**src/rtl/legv8_pkg.sv**
```systemverilog
// legv8_pkg: shared LEGv8 decode definitions -- opcode patterns, control
// bundle layout, ALUOp encodings and the decode-stage FSM state type.
package legv8_pkg;

  // Full 11-bit opcodes
  localparam logic [10:0] OP_LDUR = 11'b11111000010;
  localparam logic [10:0] OP_STUR = 11'b11111000000;
  localparam logic [10:0] OP_ADD  = 11'b10001011000;
  localparam logic [10:0] OP_SUB  = 11'b11001011000;
  localparam logic [10:0] OP_AND  = 11'b10001010000;
  localparam logic [10:0] OP_ORR  = 11'b10101010000;

  // Short opcodes; the low opcode bits belong to the immediate
  localparam logic [9:0]  OP_ADDI = 10'b1001000100;
  localparam logic [9:0]  OP_SUBI = 10'b1101000100;
  localparam logic [7:0]  OP_CBZ  = 8'b10110100;
  localparam logic [7:0]  OP_CBNZ = 8'b10110101;
  localparam logic [5:0]  OP_B    = 6'b000101;

  localparam logic [1:0]  ALUOP_ADD   = 2'b00;
  localparam logic [1:0]  ALUOP_PASSB = 2'b01;
  localparam logic [1:0]  ALUOP_FUNCT = 2'b10;

  localparam logic [4:0]  XZR = 5'd31;

  typedef struct packed {
    logic       reg2loc;
    logic       alusrc;
    logic       memtoreg;
    logic       regwrite;
    logic       memread;
    logic       memwrite;
    logic       branch;
    logic       uncondbranch;
    logic       brnotzero;
    logic [1:0] aluop;
  } ctrl_t;

  localparam ctrl_t CTRL_NOP = '0;

  // Contents of the output register
  typedef struct packed {
    ctrl_t      ctrl;
    logic [4:0] rn;
    logic [4:0] rm;
    logic [4:0] rd;
    logic       illegal;
  } bundle_t;

  typedef enum logic {RUN, BUBBLE} dstate_t;

  function automatic logic is_rtype(input logic [10:0] op);
    return (op == OP_ADD) || (op == OP_SUB) || (op == OP_AND) || (op == OP_ORR);
  endfunction

endpackage

```
**src/rtl/opcode_table.sv**
```systemverilog
// opcode_table: combinational Op[10:0] -> control bundle, illegal flag and
// source-usage flags used by the load-use hazard compare.
module opcode_table
  import legv8_pkg::*;
(
  input  logic [10:0] op,
  output ctrl_t       ctrl,
  output logic        is_illegal,
  output logic        is_b,
  output logic        use_rm
);

  // Priority chain is safe: the opcode patterns never overlap
  always_comb begin
    ctrl       = CTRL_NOP;
    is_illegal = 1'b0;
    is_b       = 1'b0;
    use_rm     = 1'b0;
    if (op == OP_LDUR) begin
      ctrl.alusrc   = 1'b1;
      ctrl.memtoreg = 1'b1;
      ctrl.regwrite = 1'b1;
      ctrl.memread  = 1'b1;
      ctrl.aluop    = ALUOP_ADD;
    end else if (op == OP_STUR) begin
      ctrl.reg2loc  = 1'b1;
      ctrl.alusrc   = 1'b1;
      ctrl.memwrite = 1'b1;
      ctrl.aluop    = ALUOP_ADD;
      use_rm        = 1'b1;
    end else if (is_rtype(op)) begin
      ctrl.regwrite = 1'b1;
      ctrl.aluop    = ALUOP_FUNCT;
      use_rm        = 1'b1;
    end else if ((op[10:1] == OP_ADDI) || (op[10:1] == OP_SUBI)) begin
      ctrl.alusrc   = 1'b1;
      ctrl.regwrite = 1'b1;
      ctrl.aluop    = ALUOP_FUNCT;
    end else if ((op[10:3] == OP_CBZ) || (op[10:3] == OP_CBNZ)) begin
      ctrl.reg2loc   = 1'b1;
      ctrl.branch    = 1'b1;
      ctrl.brnotzero = op[3];
      ctrl.aluop     = ALUOP_PASSB;
      use_rm         = 1'b1;
    end else if (op[10:5] == OP_B) begin
      ctrl.uncondbranch = 1'b1;
      is_b              = 1'b1;
    end else begin
      is_illegal = 1'b1;
    end
  end

endmodule

```
**src/rtl/decode_stage.sv**
```systemverilog
// decode_stage: registered LEGv8 decode between IF/ID and ID/EX. One-entry
// valid/ready output register, load-use bubble insertion and flush.
// Optional feature macro ILLEGAL_TRAP_EN: unknown opcodes are flagged on
// `illegal` and counted (saturating) in `illegal_cnt`; otherwise both are 0
// and unknown opcodes issue as a plain NOP bundle.
module decode_stage
  import legv8_pkg::*;
#(
  parameter int LOAD_LAT = 1,
  parameter int CNT_W    = 8
) (
  input  logic             clk,
  input  logic             reset,
  input  logic             instr_valid,
  input  logic [31:0]      instr,
  output logic             instr_ready,
  input  logic             flush,
  input  logic             out_ready,
  output logic             out_valid,
  output logic             Reg2Loc,
  output logic             ALUSrc,
  output logic             MemtoReg,
  output logic             RegWrite,
  output logic             MemRead,
  output logic             MemWrite,
  output logic             Branch,
  output logic             UncondBranch,
  output logic             BrNotZero,
  output logic [1:0]       ALUOp,
  output logic [4:0]       rn,
  output logic [4:0]       rm,
  output logic [4:0]       rd,
  output logic             illegal,
  output logic [CNT_W-1:0] illegal_cnt
);

  localparam int         STAGES = 1;
  localparam logic [1:0] LAT    = 2'(LOAD_LAT);

  ctrl_t      dec_ctrl;
  logic       dec_ill, dec_b, dec_use_rm, use_rn, dec_trap;
  logic [4:0] in_rn, in_rm, in_rd;
  logic       unused_imm;

  opcode_table u_optab (
    .op         (instr[31:21]),
    .ctrl       (dec_ctrl),
    .is_illegal (dec_ill),
    .is_b       (dec_b),
    .use_rm     (dec_use_rm)
  );

  assign in_rn      = instr[9:5];
  assign in_rd      = instr[4:0];
  assign in_rm      = dec_ctrl.reg2loc ? instr[4:0] : instr[20:16];
  assign unused_imm = ^instr[15:10];
  // B and unknown words read no registers
  assign use_rn     = ~(dec_ill | dec_b);

`ifdef ILLEGAL_TRAP_EN
  assign dec_trap = dec_ill;
`else
  assign dec_trap = 1'b0;
`endif

  bundle_t          q, nxt;
  logic [STAGES:0]  vld_pipe;
  dstate_t          state;
  logic [1:0]       bcnt;
  logic             hazard, xfer, room, open, accept;

  assign out_valid = vld_pipe[STAGES];
  assign xfer      = out_valid & out_ready;
  assign room      = ~out_valid | out_ready;

  // Load in the output register whose result the incoming word needs
  assign hazard = instr_valid & out_valid & q.ctrl.memread & (q.rd != XZR) &
                  ((use_rn & (q.rd == in_rn)) | (dec_use_rm & (q.rd == in_rm)));

  // The edge that hands the load on already empties the register, which is
  // the first bubble; the last BUBBLE cycle reopens so the dependent word
  // lands exactly LOAD_LAT empty cycles after the load.
  assign open        = (state == RUN) | ((state == BUBBLE) & (bcnt == 2'd1));
  assign instr_ready = flush | (room & ~hazard & open);
  assign accept      = instr_valid & instr_ready & ~flush;
  assign vld_pipe[0] = accept;

  assign nxt = '{ctrl: dec_ctrl, rn: in_rn, rm: in_rm, rd: in_rd, illegal: dec_trap};

  // Output register: loads when empty or transferring, holds under stall
  always_ff @(posedge clk) begin
    if (reset) begin
      vld_pipe[STAGES:1] <= '0;
      q                  <= '0;
    end else if (flush) begin
      vld_pipe[STAGES:1] <= '0;
      q                  <= '0;
    end else if (room) begin
      vld_pipe[STAGES:1] <= vld_pipe[STAGES-1:0];
      q                  <= accept ? nxt : '0;
    end
  end

  // RUN/BUBBLE FSM with bubble down-counter; flush and reset drop any remainder
  always_ff @(posedge clk) begin
    if (reset || flush) begin
      state <= RUN;
      bcnt  <= 2'd0;
    end else begin
      case (state)
        RUN: begin
          if (hazard && xfer) begin
            state <= BUBBLE;
            bcnt  <= LAT;
          end
        end
        BUBBLE: begin
          bcnt <= bcnt - 2'd1;
          if (bcnt == 2'd1) state <= RUN;
        end
        default: begin
          state <= RUN;
          bcnt  <= 2'd0;
        end
      endcase
    end
  end

`ifdef ILLEGAL_TRAP_EN
  logic [CNT_W-1:0] cnt_q;
  // Saturating count of illegal bundles handed to execute
  always_ff @(posedge clk) begin
    if (reset)                                  cnt_q <= '0;
    else if (xfer && q.illegal && cnt_q != '1)  cnt_q <= cnt_q + 1'b1;
  end
  assign illegal_cnt = cnt_q;
`else
  assign illegal_cnt = '0;
`endif

  assign illegal      = q.illegal;
  assign Reg2Loc      = q.ctrl.reg2loc;
  assign ALUSrc       = q.ctrl.alusrc;
  assign MemtoReg     = q.ctrl.memtoreg;
  assign RegWrite     = q.ctrl.regwrite;
  assign MemRead      = q.ctrl.memread;
  assign MemWrite     = q.ctrl.memwrite;
  assign Branch       = q.ctrl.branch;
  assign UncondBranch = q.ctrl.uncondbranch;
  assign BrNotZero    = q.ctrl.brnotzero;
  assign ALUOp        = q.ctrl.aluop;
  assign rn           = q.rn;
  assign rm           = q.rm;
  assign rd           = q.rd;

endmodule

```
**config.mk**
```make
export PLATFORM = sky130hd
export DESIGN_NAME = decode_stage
export DESIGN_NICKNAME = d
export VERILOG_FILES = /design/src/rtl/legv8_pkg.sv /design/src/rtl/opcode_table.sv /design/src/rtl/decode_stage.sv
export SDC_FILE = /design/constraint.sdc
export NUM_CORES = 1
export LEC_CHECK = 0
export CORE_MARGIN = 5
export CORE_UTILIZATION = 43
export CTS_BUF_LIST = sky130_fd_sc_hd__clkbuf_8
export CTS_CLUSTER_SIZE = 12
export DETAILED_ROUTE_END_ITERATION = 8
export GPL_TIMING_DRIVEN = 0
export PLACE_DENSITY = 0.86
export SLEW_MARGIN = 20
export SYNTH_ARGS = -nofsm -noshare
export SYNTH_HDL_FRONTEND = slang
export SYNTH_SLANG_ARGS = --single-unit
```
**constraint.sdc**
```tcl
create_clock -name clk -period 2.5 [get_ports clk]
set_input_delay 0.5 -clock clk [delete_from_list [all_inputs] [get_ports clk]]
set_output_delay 0.5 -clock clk [all_outputs]
set_load 0.02 [all_outputs]
```
==> results.toml <==
[drt]
drcViolationCount = 0
ant_nets = 0
routed_wl_um = 5220
vias = 1649
wl_per_cell_um = 17.5
met1_length_um = 2100
route.met2.wl_um = 2670
first_pass_iters = 4
avgViaCountPerCell = 5.53
wl_met3_um = 384
drt-initial-drc-count = 91
highest_layer = "met4"

[synth]
postSynthCellCount = 173
synth_edf_count = 0
ys_types = 51
synth_top_area_share_pct = 34.0
synth_seq_cells = 28
ys_seq_area_share_pct = 34.0
synth.avg_cell_area_um2 = 9.52
netlist_area_mm2 = 0.00165
ys_warn_count = 0
synthFlopType = "dfxtp_1"
synth_area_leader_cell = "dfxtp_1"
synthArstFlopShare_pct = 0
synth_area_leaders = "dfxtp_1 (34%), a22o_1 (12%), buf_4 (5.5%)"

[pwr]
power.density_mw_per_mm2 = 371
ir_worst_vdd_v = 0.000213
p_int_uw = 691
swShare_pct = 27.3
power_frac_clock_pct = 30.0
p_switching_uw = 260
p_leak_uw = 0.00111
p_comb_share_pct = 21.9
p_seq_share_pct = 48.1

[global_route]
grt_pass1_wl_um = 7860
grt_pass1_vias = 1658
grt_usage_pct = 19.0
grt_max_degree = 16
grt_overflow = 0
antenna_found_initial = 0

[floorplan]
die_w_um = 71.9
initial_utilization_pct = 44.6
io_pins = 74
rows = 22
core_mm2 = 0.00369
die-area_mm2 = 0.00517
chipHeight_um = 71.9

[finish]
drive_above_1_share_pct = 32.4
fin_area_mm2 = 0.00256
num-nets-final = 289
n_fill_cell = 276
syn2layout_area_growth_pct = 55.7
seq_area_um2 = 576
n_antenna_cell = 0
multi_input_area_mm2 = 0.00111

[timing]
period_share_pct = 99.9
setup_tns_ns = 0
drv_slew = 0
timing.fmax_mhz = 400
fin_crit_ns = 2.50
setup_viol = 0
final-hold-violation-count = 0
worst_slack_ns = 0.00196
finClkSkew_ns = 0.00349
rsz0062_at_grt = "true"

[placed_design]
dp_slack_ns = -0.914
gp_congestion = 0.825
dp_hpwl_um = 3420
io_buffers = 58
post_dp_cell_area_mm2 = 0.00232

[setup_path]
cp-start-kind = "primary input"
endpoint_kind = "output pin"
rr_worst_depth = 9
worstPathMaxFanout = 5
cp.arrival_ns = 2.00
critical_path_class = "in2out"
worstPathRequired_ns = 2.00

[status]
status = "complete, no violations"

[flow_run]
cap_violations = 0

[cts]
clkSinkCount = 28
path_clk_slew_ns = 0.09
clk_latency_ns = 0.28
cts_made_buffers = 3
htree_levels = 1
clk_path_buf_depth = 2
cts_tree = "yes"
cts_root_buf = "clkbuf_8"

[min_path]
worstHoldPathCells = 2
min_path_type = "in2reg"
[final timing paths]
path / from / to / slack, ns
hold reg to reg: UncondBranch$_SDFFE_PP0P_ / UncondBranch$_SDFFE_PP0P_ / 0.49
setup reg to reg: rd[1]$_SDFFE_PP0P_ / ALUOp[1]$_SDFFE_PP0P_ / 0.37
setup / recovery: instr[4] / instr_ready / 0.002
hold / removal: instr[3] / rd[3]$_SDFFE_PP0P_ / 0.45
[final cells by class]
cell class / instances / share of cell area, %
Tap cell: 48 / 2.34
Buffer: 17 / 5.37
Inverter: 6 / 0.878
Multi-Input combinational cell: 127 / 43.2
Timing Repair Buffer: 68 / 23.6
Clock buffer: 4 / 2.15
Sequential cell: 28 / 22.4
[cells by family (layout without fill, tap and decap cells)]
| group | count (synthesis) | in the layout | share of synthesized area, % |
|---|---|---|---|
| AOI/OAI and AO/OA | 42 | 42 | 22.3 |
| xor gates and xnor gates | 14 | 14 | 7.45 |
| adders and majority gates | 1 | 1 | 0.760 |
| buffers and inverters | 26 | 95 | 11.4 |
| DFF | 28 | 28 | 34.0 |
| other | 1 | 9 | 0.228 |
| and+or+nand+nor | 61 | 61 | 23.9 |
[per-stage QoR]
stage | hold WS, ns | instances | utilization [%] | power, µW
2_1_floorplan | 0.496 | 181 | - | 566
3_3_place_gp | 0.460 | 287 | 62.8 | 656
3_5_place_dp | 0.462 | 287 | 62.8 | 658
4_1_cts | 0.441 | 297 | 67.6 | 940
5_1_grt | 0.439 | 298 | 69.5 | 989
6_report | 0.448 | 298 | 69.5 | 951
[repair_timing]
| action | CTS | global route |
|---|---|---|
| resized for setup | 79 | 32 |
| setup buffers | 9 | 1 |
| pin swaps | 21 | 16 |
| setup endpoints to repair | 21 | 6 |
| hold buffers | 0 | 0 |
[cell usage after synthesis (all sizes together) (2+ instances only)]
library cell and number:
dfxtp 28, a22o 22, nand2 20, buf 18
xnor2 8, nand3 7, nor3 7, inv 6
xor2 6, nor2 4, o21ai 4, a21oi 3
a32o 3, nor3b 3, and3 2, nand2b 2
nand4 2, nand4b 2, nor4 2, nor4b 2
o2111ai 2, o22ai 2, or2 2
[sequential cells by signal (all words and copies together), names as in the netlist, 2 cells and up]
name,cells
rn,5
rm,5
rd,5
ALUOp,2
bcnt,2
[cell usage in the layout, fill, tap and decap left out, types with 2 or more instances in the layout]
cell	n
dlygate4sd2_1	7
inv_1	5
clkbuf_8	4
nand2_1	18
dfxtp_1	24
nand2_4	2
nand3_1	5
xor2_1	3
dfxtp_4	4
o22ai_2	2
a32o_1	3
nand2b_1	2
dlymetal6s2s_1	3
xor2_2	2
nor2_1	3
xnor2_1	8
clkbuf_2	5
buf_6	5
nand4_1	2
a22o_1	22
nor3_2	3
nand4b_1	2
o21ai_0	2
nor3_1	2
a21oi_1	3
clkdlybuf4s50_1	33
conb_1	9
buf_4	23
and3_1	2
buf_2	7
nor3_4	2
[critical path, stage by stage]
cell	delay [ns]
dlygate4sd2_1	0.37
xnor2_1	0.16
o21ai_0	0.09
nor3b_2	0.16
a211o_1	0.33
nor3_4	0.14
o21bai_1	0.08
buf_4	0.16
[per-layer routing]
metal	vias to the layer above	global-route usage (%)
met4	0	6.05
met3	10	4.07
li1	768	-
met5	-	0
met2	77	33.6
met1	794	22.7
[power by group through the flow]
stage	Sequential, µW	Clock [µW]	Combinational [µW]
after floorplan	478	0	87.4
after global placement	469	0	187
after CTS	457	291	192
after detailed placement	469	0	189
final	457	285	209
after global routing	459	310	221
Note: power is estimated with default switching activity, not from simulation.
